## src/rtl/flash_fetch_pkg.sv

```systemverilog
// Shared widths, fetch state encoding and address helper for the flash fetch front-end.
package flash_fetch_pkg;

    localparam int ADDR_W     = 24;
    localparam int WORD_BYTES = 4;

    typedef enum logic [1:0] {
        START   = 2'd0,
        COLLECT = 2'd1,
        HOLD    = 2'd2
    } fetch_state_t;

    function automatic logic [ADDR_W-1:0] word_align(input logic [ADDR_W-1:0] addr);
        return {addr[ADDR_W-1:2], 2'b00};
    endfunction

endpackage

```

## src/rtl/rise_detect.sv

```systemverilog
// One-bit registered rising-edge detector; rise is high in the cycle the input goes 0 -> 1.
module rise_detect (
    input  logic clk,
    input  logic rst,
    input  logic d,
    output logic rise
);

    logic d_reg;

    always_ff @(posedge clk or negedge rst) begin
        if (!rst) begin
            d_reg <= 1'b0;
        end else begin
            d_reg <= d;
        end
    end

    assign rise = d & ~d_reg;

endmodule

```

## src/rtl/flash_fetch_unit.sv

```systemverilog
// Instruction fetch front-end: steers the QSPI byte reader, packs four bytes little-endian
// into a 32-bit word and hands it to the core over valid/ready; redirect restarts the stream.
module flash_fetch_unit
    import flash_fetch_pkg::*;
#(
    parameter logic [ADDR_W-1:0] RESET_ADDR = 24'h000000
) (
    input  logic              clk,
    input  logic              rst,
    input  logic              redirect,
    input  logic [ADDR_W-1:0] redirect_addr,
    output logic              instr_valid,
    input  logic              instr_ready,
    output logic [31:0]       instr,
    output logic [ADDR_W-1:0] instr_addr,
    output logic [ADDR_W-1:0] flash_addr,
    output logic              flash_read_from_addr,
    output logic              flash_read_next,
    input  logic              flash_data_ready,
    input  logic [7:0]        flash_data
);

    fetch_state_t      state_reg;
    fetch_state_t      state_next;
    logic [1:0]        idx_reg;
    logic [7:0]        lane_reg [WORD_BYTES];
    logic [ADDR_W-1:0] instr_addr_reg;
    logic [ADDR_W-1:0] flash_addr_reg;
    logic              valid_reg;
    logic              read_next_reg;
    logic              strobe_edge;
    logic              capture;
    logic              accept;

    rise_detect u_strobe_rise (
        .clk  (clk),
        .rst  (rst),
        .d    (flash_data_ready),
        .rise (strobe_edge)
    );

    always_ff @(posedge clk or negedge rst) begin
        if (!rst) begin
            state_reg <= START;
        end else begin
            state_reg <= state_next;
        end
    end

    always_comb begin
        state_next = state_reg;
        if (redirect) begin
            state_next = START;
        end else begin
            case (state_reg)
                START:   state_next = COLLECT;
                COLLECT: if (capture && idx_reg == 2'd3) state_next = HOLD;
                HOLD:    if (accept) state_next = COLLECT;
                default: state_next = START;
            endcase
        end
    end

    // The restart pulse is suppressed while reset is held so nothing leaks to the reader.
    always_comb begin
        flash_read_from_addr = (state_reg == START) && rst;
        capture              = (state_reg == COLLECT) && strobe_edge && !redirect;
        accept               = (state_reg == HOLD) && valid_reg && instr_ready && !redirect;
    end

    always_ff @(posedge clk or negedge rst) begin
        if (!rst) begin
            idx_reg        <= 2'd0;
            valid_reg      <= 1'b0;
            read_next_reg  <= 1'b0;
            instr_addr_reg <= RESET_ADDR;
            flash_addr_reg <= RESET_ADDR;
        end else begin
            read_next_reg <= 1'b0;
            if (redirect) begin
                idx_reg        <= 2'd0;
                valid_reg      <= 1'b0;
                instr_addr_reg <= word_align(redirect_addr);
                flash_addr_reg <= word_align(redirect_addr);
            end else begin
                if (capture) begin
                    idx_reg <= idx_reg + 2'd1;
                    if (idx_reg == 2'd3) begin
                        valid_reg <= 1'b1;
                    end else begin
                        read_next_reg <= 1'b1;
                    end
                end
                if (accept) begin
                    valid_reg      <= 1'b0;
                    instr_addr_reg <= instr_addr_reg + ADDR_W'(WORD_BYTES);
                    read_next_reg  <= 1'b1;
                end
            end
        end
    end

    // Each byte lane only loads when the byte index points at it, so a held word stays frozen.
    generate
        for (genvar gi = 0; gi < WORD_BYTES; gi++) begin : g_lane
            always_ff @(posedge clk or negedge rst) begin
                if (!rst) begin
                    lane_reg[gi] <= 8'h00;
                end else if (capture && idx_reg == 2'(gi)) begin
                    lane_reg[gi] <= flash_data;
                end
            end
            assign instr[8*gi +: 8] = lane_reg[gi];
        end
    endgenerate

    assign instr_valid     = valid_reg;
    assign instr_addr      = instr_addr_reg;
    assign flash_addr      = flash_addr_reg;
    assign flash_read_next = read_next_reg;

endmodule
```

## config.mk

```make
export PLATFORM = sky130hd
export DESIGN_NAME = flash_fetch_unit
export DESIGN_NICKNAME = d
export VERILOG_FILES = /design/src/rtl/flash_fetch_pkg.sv /design/src/rtl/rise_detect.sv /design/src/rtl/flash_fetch_unit.sv
export SDC_FILE = /design/constraint.sdc
export NUM_CORES = 1
export LEC_CHECK = 0
export CORE_MARGIN = 8
export CORE_UTILIZATION = 49
export CTS_CLUSTER_SIZE = 28
export DETAILED_ROUTE_END_ITERATION = 10
export GPL_ROUTABILITY_DRIVEN = 0
export PLACE_DENSITY_LB_ADDON = 0.25
export SETUP_SLACK_MARGIN = 0.1
export SYNTH_ARGS = -nofsm -noshare
export SYNTH_HDL_FRONTEND = slang
export SYNTH_HIERARCHICAL = 1
export SYNTH_SLANG_ARGS = --single-unit
```

## constraint.sdc

```tcl
create_clock -name clk -period 2.6 [get_ports clk]
set_clock_uncertainty 0.1 [all_clocks]
set_input_delay 0.78 -clock clk [delete_from_list [all_inputs] [get_ports clk]]
set_output_delay 0.78 -clock clk [all_outputs]
set_load 0.1 [all_outputs]
```

==> flow_summary.rst, run 1 <==
.. list-table::
   :header-rows: 1

   * - Metric
     - Value
   * - Outcome
     - finished, final reports clean
   * - Shortest clock period the worst path allows after layout
     - approximately 2.3 ns
   * - Required time of the critical path
     - about 2.7 ns
   * - Maximum number of pins on one net before global-route repair
     - between 40 and 50
   * - Fraction of power consumed by sequential logic
     - around 37%
   * - Average cell area after synthesis
     - 11.77 µm²
   * - Overflow left after global routing
     - 0
   * - Final period util
     - around nine tenths
   * - Wire length of the first global-routing pass
     - 14460 µm
   * - Cells along the critical path
     - clkdlybuf4s50_1 -> and4b_1 -> nand4_1 -> o211a_1 -> a211o_1
   * - TritonCTS clock tree
     - built
   * - Global routing's busiest layer
     - met2
   * - Overall power after layout
     - a little over 4 mW
   * - Worst hold path cell count
     - 1
   * - Number of diodes
     - 0
   * - Area taken by flip-flops and latches
     - between 2000 and 2500 µm²
   * - Chip Width
     - a little over 100 µm
   * - Max stage delay on crit path
     - between 0.4 and 0.5 ns
   * - Share of the yosys chip area belonging to registers
     - between 50% and 60%
   * - Maximum ir drop on the vdd rail
     - between 400 and 500 µV
   * - Finish-stage setup viols
     - 0
   * - Cell area power density
     - between 800 and 900 nW/µm²
   * - Number of hold-repair buffers added at the cts stage
     - 0
   * - Flip-flop count of the largest register, all copies and words added
     - 32
   * - H-tree levels
     - 3
   * - Worst slack at placement
     - -0.08818 ns
   * - Area of the die
     - between 10000 and 15000 µm²
   * - Vias
     - 2799
   * - Largest delay share family, worst path
     - simple AND/OR/NAND/NOR gates
   * - Number of enable-type register cells in the synthesized netlist
     - 0
   * - Number of nets still failing antenna checks after routing
     - 0
   * - Area leader, netlist
     - sky130_fd_sc_hd__dfrtp_1
   * - I/O Buffers
     - 113
   * - # nets final
     - 477
   * - Syn Std Cell Area
     - 3602 µm²
   * - Clock Pin Slew Worst Setup and Hold Paths
     - 0.09 ns
   * - Via count of the first global-routing pass
     - roughly 2900
   * - Critical path's slowest cell
     - sky130_fd_sc_hd__clkdlybuf4s50_1
   * - Clock share of power
     - ~30%
   * - Number of fill cells in the layout
     - around 550
   * - Fraction of layout cells with a size suffix above 1
     - roughly 37%
   * - Global routing usage on met1
     - between 20% and 30%
   * - Max-Cap Viols
     - 0
   * - Leakage
     - 2.414 nW
   * - Area overhead of the layout relative to synthesis
     - 39.94%
   * - Psw
     - around 1.6 mW
   * - Design internal power
     - roughly 2.4 mW
   * - Cells taking the most area after synthesis
     - sky130_fd_sc_hd__dfrtp_1 58%, sky130_fd_sc_hd__mux2_2 13%, sky130_fd_sc_hd__o21ai_0 3.8%
   * - Transition time at the pin with the least slew margin
     - approximately 0.55 ns
   * - Worst setup path class
     - input port to flop
   * - Inserted Clock Buffers
     - 9
   * - Initial cell density of the core
     - between 50% and 60%
   * - Antenna violations before repair
     - 0
   * - Post-synthesis register bit count
     - slightly above 80
   * - Global-route usage over all layers
     - 17.81%
   * - Met2 routing resource usage after global routing
     - between 20 and 30%
   * - Core Rows
     - 31
   * - Type of element launching the critical path
     - input port
   * - Average detailed-routed wire length per instance
     - about 17 µm
   * - Cells on worst reg2reg path
     - 4
   * - DRC
     - 0
   * - Number of warning messages in the yosys log
     - 6
   * - Crit path DAT
     - between 2 and 2.5 ns
   * - Number of hold-slack violations in the final timing report
     - 0
   * - Upper clock frequency limit
     - 426.8 MHz
   * - Vert. Die Dim
     - between 100 and 150 µm
   * - Critical path endpoint category
     - flop
   * - Share of async-settable or async-resettable flops after synthesis
     - between 90% and 100%
   * - Maximum net fanout on the critical path
     - 6
   * - Met3 demand-to-capacity share in global routing
     - about 5.4%
   * - Fraction of power spent switching nets
     - about two fifths
   * - Setup TNS
     - 0 ns
   * - Hold WC Path Type
     - flop to flop
   * - Internal reg-to-reg setup slack
     - 0.64 ns
   * - Endpoint of the worst hold-timing path
     - instr[8]
   * - Ports placed on the boundary
     - 120
   * - Number of slew-limit violations in the final report
     - 0
   * - Crit Reg-Reg Endpoint
     - instr_addr[12]
   * - Setup repair after global routing missed its margin
     - no
   * - Crit path setup slack, layout
     - 0.2572 ns
   * - 1st-iter DRT viols
     - 96
   * - Min-Delay Startpoint
     - instr[8]
   * - Finished Core Util
     - a little over two thirds
   * - Clock tree root buffer cell
     - sky130_fd_sc_hd__clkbuf_8
   * - Share of the synthesized area in the top cell type
     - between 50% and 60%
   * - Routed vias/inst
     - between 5 and 6
   * - Number of instances in the synthesized netlist
     - just over 300
   * - Number of buffer and inverter stages on the critical path
     - 1
   * - # Post-CTS Setup Buffers
     - 0
   * - Buffer levels on the longest clock path
     - 2
   * - Flip-flop cell with the highest count after synthesis
     - sky130_fd_sc_hd__dfrtp_1
   * - Final HPWL DP
     - between 6000 and 7000 µm
   * - Total wire length
     - ~8900 µm
   * - Clock Sinks
     - 83
   * - Iteration count of the initial detailed-routing pass
     - 4
   * - Clock network latency to the later pin of the worst-skew pair
     - roughly 0.34 ns
   * - Post-CTS resize count
     - 0
   * - Worst relative slew slack
     - between 60% and 70%
   * - Footprint of the multi-input gates
     - between 1000 and 1500 µm²
   * - Area of the core
     - a little over 7000 µm²
   * - Critical R2R Launch
     - state_reg[0]
   * - Count of distinct cell types in the synthesized netlist
     - 44
   * - Combinational cell fraction of total power
     - around a third
==> cell usage in the layout, fill, tap and decap left out, types with 2 or more instances in the layout <==
master / n
sky130_fd_sc_hd__a21oi_1: 4
sky130_fd_sc_hd__a31oi_1: 6
sky130_fd_sc_hd__and3_1: 3
sky130_fd_sc_hd__buf_12: 4
sky130_fd_sc_hd__buf_4: 93
sky130_fd_sc_hd__bufinv_16: 4
sky130_fd_sc_hd__clkbuf_8: 9
sky130_fd_sc_hd__clkdlybuf4s50_1: 32
sky130_fd_sc_hd__conb_1: 4
sky130_fd_sc_hd__dfrtp_1: 83
sky130_fd_sc_hd__ha_1: 5
sky130_fd_sc_hd__inv_1: 19
sky130_fd_sc_hd__inv_6: 2
sky130_fd_sc_hd__mux2_2: 40
sky130_fd_sc_hd__nand2_1: 27
sky130_fd_sc_hd__nand3_1: 10
sky130_fd_sc_hd__nand4_1: 6
sky130_fd_sc_hd__nor2_1: 9
sky130_fd_sc_hd__nor3_1: 3
sky130_fd_sc_hd__o211ai_1: 4
sky130_fd_sc_hd__o21ai_0: 27
sky130_fd_sc_hd__o31ai_1: 4
sky130_fd_sc_hd__or3_1: 2
sky130_fd_sc_hd__or4_1: 8
sky130_fd_sc_hd__xnor2_1: 2
sky130_fd_sc_hd__xor2_1: 8
==> synth_stat cells (2+ instances only) <==
library cell,n
sky130_fd_sc_hd__o21ai_0,27
sky130_fd_sc_hd__nor3_1,3
sky130_fd_sc_hd__nor3b_1,2
sky130_fd_sc_hd__dfrtp_1,83
sky130_fd_sc_hd__inv_1,19
sky130_fd_sc_hd__nand4_1,6
sky130_fd_sc_hd__clkbuf_1,6
sky130_fd_sc_hd__buf_4,4
sky130_fd_sc_hd__nand3_1,10
sky130_fd_sc_hd__mux2_2,40
sky130_fd_sc_hd__or4_1,8
sky130_fd_sc_hd__ha_1,5
sky130_fd_sc_hd__xor2_1,8
sky130_fd_sc_hd__a31oi_1,6
sky130_fd_sc_hd__o211ai_1,4
sky130_fd_sc_hd__and3_1,3
sky130_fd_sc_hd__or3_1,2
sky130_fd_sc_hd__nand2_1,27
sky130_fd_sc_hd__a21oi_1,4
sky130_fd_sc_hd__xnor2_1,2
sky130_fd_sc_hd__o31ai_1,4
sky130_fd_sc_hd__nor2_1,9
sky130_fd_sc_hd__buf_1,2
sky130_fd_sc_hd__buf_2,2
==> metrics by stage <==
stage               hold WS [ns]  std cells  cell area [µm²]
floorplan                 0.3844        309             3625
global placement          0.3880        523             4771
detailed placement        0.3945        523             4771
CTS                       0.4138        539             5041
global route              0.4211        539             5041
finish                    0.4118        539             5041
==> cells by family (layout without fill, tap and decap cells) <==
kind of cell / Yosys count / count (layout) / share of synthesized area (%)
and+or+nand+nor: 80 / 80 / 12.54
buffers and inverters: 35 / 166 / 4.342
other: 1 / 4 / 0.1041
xor gates and xnor gates: 10 / 10 / 2.432
muxes: 41 / 41 / 12.78
AOI/OAI and AO/OA: 51 / 51 / 8.406
DFF: 83 / 83 / 57.66
adders and majority gates: 5 / 5 / 1.737
==> per-layer routing <==
layer  vias to the layer above  wire [µm]
met5                         -          0
met1                      1370       3771
li1                       1332          -
met2                        87       4282
met4                         0        175
met3                        10        695
==> power groups by stage <==
stage               Clock [mW]  Sequential (mW)  Combinational, mW
floorplan                    0             2.35              0.188
global placement             0             1.51               1.36
detailed placement           0             1.52               1.37
CTS                       1.25             1.50               1.37
global route              1.29             1.51               1.41
finish                    1.22             1.50               1.36
==> worst register-to-register path, stage by stage (launching register included) <==
cell,delay (ns)
sky130_fd_sc_hd__dfrtp_1,0.46
sky130_fd_sc_hd__and4b_1,0.45
sky130_fd_sc_hd__nand4_1,0.28
sky130_fd_sc_hd__o211a_1,0.29
sky130_fd_sc_hd__a211o_1,0.26
==> layout make-up <==
| class | instances | area share (%) |
|---|---|---|
| Multi-Input combinational cell | 191 | 27.60 |
| Clock buffer | 9 | 2.457 |
| Timing Repair Buffer | 130 | 21.89 |
| Tap cell | 99 | 2.457 |
| Sequential cell | 83 | 41.20 |
| Inverter | 20 | 1.489 |
| Clock inverter | 7 | 2.904 |
==> worst max-delay path by stage <==
| stage | startpoint | to | slack, ns | cells after the start |
|---|---|---|---|---|
| global route | flash_data_ready | instr[26] | 0.18 | 8 |
| floorplan | rst | flash_read_from_addr | 0.11 | 1 |
| CTS | instr_ready | instr_addr[12] | 0.29 | 5 |
| global placement | flash_data_ready | instr[26] | -0.02 | 8 |
| finish | instr_ready | instr_addr[12] | 0.26 | 5 |
| detailed placement | instr_ready | instr_addr[12] | -0.09 | 5 |
No activity file was read; power rests on OpenSTA's default activity.
==> run 2, diff against run 1 <==
Settings changed: CTS_CLUSTER_SIZE 28 to 14.
==> results of run 2 <==
Same layout as run 1: the final DEF is identical, and so are final timing and power.
==> run 3, diff against run 2 <==
Settings changed: GPL_ROUTABILITY_DRIVEN 0 to default, RECOVER_POWER from default to 100.
==> run 3 against run 2 <==
Net effect: critical path depth stayed put; highest routed layer unchanged; critical path type unchanged; sequential power about the same; sequential share of layout area increased by 1.9 points; final cell count is the same; sequential cell count is the same; clock-buffer cell count unchanged; maximum frequency down 1.9%; largest cell class unchanged.
==> flow_summary.rst, run 3 (synthesis gave the netlist of run 1 again) <==
.. list-table::
   :header-rows: 1

   * - Metric
     - Value
   * - Overall power after layout
     - 4.002 mW (was 4.079 mW)
   * - Total wire length
     - 8898 µm (was 8925 µm)
   * - Via count of the first global-routing pass
     - 2918 (unchanged)
   * - Post-CTS resize count
     - 0 (unchanged)
   * - Outcome
     - finished, final reports clean (unchanged)
   * - Clock network latency to the later pin of the worst-skew pair
     - 0.34 ns (about the same)
   * - Maximum number of pins on one net before global-route repair
     - 45 (unchanged)
   * - Iteration count of the initial detailed-routing pass
     - 5 (was 4)
   * - Number of hold-slack violations in the final timing report
     - 0 (unchanged)
   * - Upper clock frequency limit
     - 418.8 MHz (was 426.8 MHz)
   * - Final-layout worst hold slack
     - 0.4093 ns (was 0.4118 ns)
   * - Top library cells by usage in the layout, fill and taps aside
     - 83 x sky130_fd_sc_hd__dfrtp_1, 80 x sky130_fd_sc_hd__clkbuf_2, 40 x sky130_fd_sc_hd__mux2_2 (was 93 x sky130_fd_sc_hd__buf_4, 83 x sky130_fd_sc_hd__dfrtp_1, 40 x sky130_fd_sc_hd__mux2_2)
   * - Number of placed instances, taps included
     - 523 (unchanged)
   * - Required time of the critical path
     - 2.73 ns (about the same)
   * - Number of slew-limit violations in the final report
     - 0 (unchanged)
   * - Vias
     - 2780 (was 2799)
   * - Most common cell after layout, fill and taps aside
     - sky130_fd_sc_hd__dfrtp_1 (was sky130_fd_sc_hd__buf_4)
   * - Final HPWL DP
     - 6641 µm (unchanged)
   * - Vert. Die Dim
     - 101.7 µm (unchanged)
   * - Cells on worst reg2reg path
     - 4 (unchanged)
   * - Transition time at the pin with the least slew margin
     - 0.9729 ns (was 0.5485 ns)
   * - Shortest clock period the worst path allows after layout
     - 2.388 ns (was 2.343 ns)
   * - Finish-stage setup viols
     - 0 (unchanged)
   * - Startpoint of the most critical setup path
     - instr_ready (unchanged)
   * - Area of the die
     - 10350 µm² (unchanged)
   * - Internal reg-to-reg setup slack
     - 0.69 ns (was 0.64 ns)
   * - Crit path DAT
     - 2.52 ns (was 2.47 ns)
   * - Worst relative slew slack
     - 35.14% (was 63.43%)
   * - Max-Cap Viols
     - 0 (unchanged)
   * - Final Non-Filler Cells
     - 539 (unchanged)
   * - Final period util
     - 91.83% (was 90.11%)
   * - # Post-CTS Setup Buffers
     - 0 (unchanged)
   * - Cells along the critical path
     - dlygate4sd3_1 -> and4b_1 -> nand4_1 -> o211a_1 -> a211o_1 (was clkdlybuf4s50_1 -> and4b_1 -> nand4_1 -> o211a_1 -> a211o_1)
   * - Cell area power density
     - 830.0 nW/µm² (was 809.2 nW/µm²)
   * - Number of nets still failing antenna checks after routing
     - 0 (unchanged)
   * - Clock Sinks
     - 83 (unchanged)
   * - Type of element launching the critical path
     - input port (unchanged)
   * - Flip-flop count of the largest register, all copies and words added
     - 32 (unchanged)
   * - # nets final
     - 477 (unchanged)
   * - Leakage
     - 2.345 nW (was 2.414 nW)
   * - Fraction of layout cells with a size suffix above 1
     - 35.68% (was 36.59%)
   * - Maximum net fanout on the critical path
     - 6 (unchanged)
   * - Clock tree root buffer cell
     - sky130_fd_sc_hd__clkbuf_8 (unchanged)
   * - Hold WC Path Type
     - flop to flop (unchanged)
   * - Area of the core
     - 7176 µm² (unchanged)
   * - Capturing instance or port of the critical path
     - instr_addr[12] (unchanged)
   * - Logic depth of the worst setup path including buffers
     - 5 (unchanged)
   * - Ports placed on the boundary
     - 120 (unchanged)
   * - Critical R2R Launch
     - state_reg[0] (unchanged)
   * - TritonCTS clock tree
     - built (unchanged)
   * - Average detailed-routed wire length per instance
     - 16.51 µm (was 16.56 µm)
   * - Maximum ir drop on the vdd rail
     - 455.0 µV (was 456.1 µV)
   * - Initial cell density of the core
     - 50.20% (unchanged)
   * - RePlAce Congestion
     - a little over 0.8
   * - 1st-iter DRT viols
     - 75 (was 96)
   * - Final design instance area without fill
     - 4822 µm² (was 5041 µm²)
   * - Wire length of the first global-routing pass
     - 14460 µm (unchanged)
   * - Core Rows
     - 31 (unchanged)
   * - Largest delay share family, worst path
     - simple AND/OR/NAND/NOR gates (unchanged)
   * - Chip Width
     - 101.7 µm (unchanged)
   * - Finished Core Util
     - 67.20% (was 70.25%)
   * - Antenna violations before repair
     - 0 (unchanged)
   * - DRC
     - 0 (unchanged)
   * - I/O Buffers
     - 113 (unchanged)
   * - Routed vias/inst
     - 5.158 (was 5.193)
   * - Number of fill cells in the layout
     - 615 (was 554)
   * - Buffer levels on the longest clock path
     - 2 (unchanged)
   * - Global-route usage over all layers
     - 17.81% (unchanged)
   * - Number of hold-repair buffers added at the cts stage
     - 0 (unchanged)
   * - Inserted Clock Buffers
     - 9 (unchanged)
   * - Overflow left after global routing
     - 0 (unchanged)
   * - H-tree levels
     - 3 (unchanged)
   * - Number of diodes
     - 0 (unchanged)
   * - Crit Reg-Reg Endpoint
     - instr_addr[12] (unchanged)
   * - Number of buffer and inverter stages on the critical path
     - 1 (unchanged)
   * - Setup repair after global routing missed its margin
     - no (unchanged)
   * - Worst setup path class
     - input port to flop (unchanged)
   * - Area overhead of the layout relative to synthesis
     - 33.87% (was 39.94%)
   * - Critical path's slowest cell
     - sky130_fd_sc_hd__dlygate4sd3_1 (was sky130_fd_sc_hd__clkdlybuf4s50_1)
   * - Max stage delay on crit path
     - 0.56 ns (was 0.49 ns)
   * - Clock Pin Slew Worst Setup and Hold Paths
     - 0.09 ns (about the same)
   * - Instance area at placement
     - 4771 µm² (unchanged)
   * - Critical path endpoint category
     - flop (unchanged)
run 3: cell types whose count changed in the layout (fill, tap and decap cells not counted), sizes merged:
cell           previous run  this run
buf                      98        12
clkbuf                    9        95
clkdlybuf4s50            32        30
dlygate4sd3               0         2
run 3: worst reg2reg max path: stages (launching register included):
cell                      delay, ns
sky130_fd_sc_hd__dfrtp_1       0.45
sky130_fd_sc_hd__and4b_1       0.43
sky130_fd_sc_hd__nand4_1       0.27
sky130_fd_sc_hd__o211a_1       0.29
sky130_fd_sc_hd__a211o_1       0.26
run 3: how the worst min path moves through the flow:
| stage | slack, ns | depth (start not counted) | to | startpoint |
|---|---|---|---|---|
| after global routing | 0.42 | 1 | instr[11] | instr[11] |
| after detailed placement | 0.39 | 1 | instr[9] | instr[9] |
| final | 0.41 | 1 | instr[8] | instr[8] |
| after floorplan | 0.38 | 0 | flash_addr[10] | rst |
| after global placement | 0.39 | 1 | instr[16] | instr[16] |
| after CTS | 0.41 | 1 | instr[11] | instr[11] |
run 3: area by class of cell:
type                    instances  area [µm²]  area share [%]
clock buffers                   9       123.9           2.569
clock inverters                 7       146.4           3.036
inverters                      20       75.07           1.557
multi-input cells             191        1385           28.72
flip-flops and latches         83        2077           43.07
well taps                      99       123.9           2.569
repair buffers                130       890.9           18.47
run 3: layer usage:
layer / GRT usage (%) / routed length, µm / up-vias
li1: - / - / 1330
met1: 21.80 / 3805 / 1361
met2: 28.32 / 4222 / 78
met3: 5.430 / 681 / 11
met4: 7.789 / 189 / 0
met5: 0 / 0 / -
run 3: per-stage QoR:
step | setup WS [ns] | TNS (ns)
global route | 0.09368 | 0
global placement | -0.01837 | -0.09016
CTS | 0.2853 | 0
detailed placement | -0.08818 | -0.6643
finish | 0.2125 | 0
floorplan | 0.1127 | 0
run 3: where the power goes:
| part | leakage (nW) | internal (mW) | total [mW] | switching, mW |
|---|---|---|---|---|
| logic | 1.17 | 0.215 | 1.29 | 1.07 |
| clock network | 0.134 | 0.744 | 1.22 | 0.477 |
| registers | 1.04 | 1.41 | 1.50 | 0.0893 |
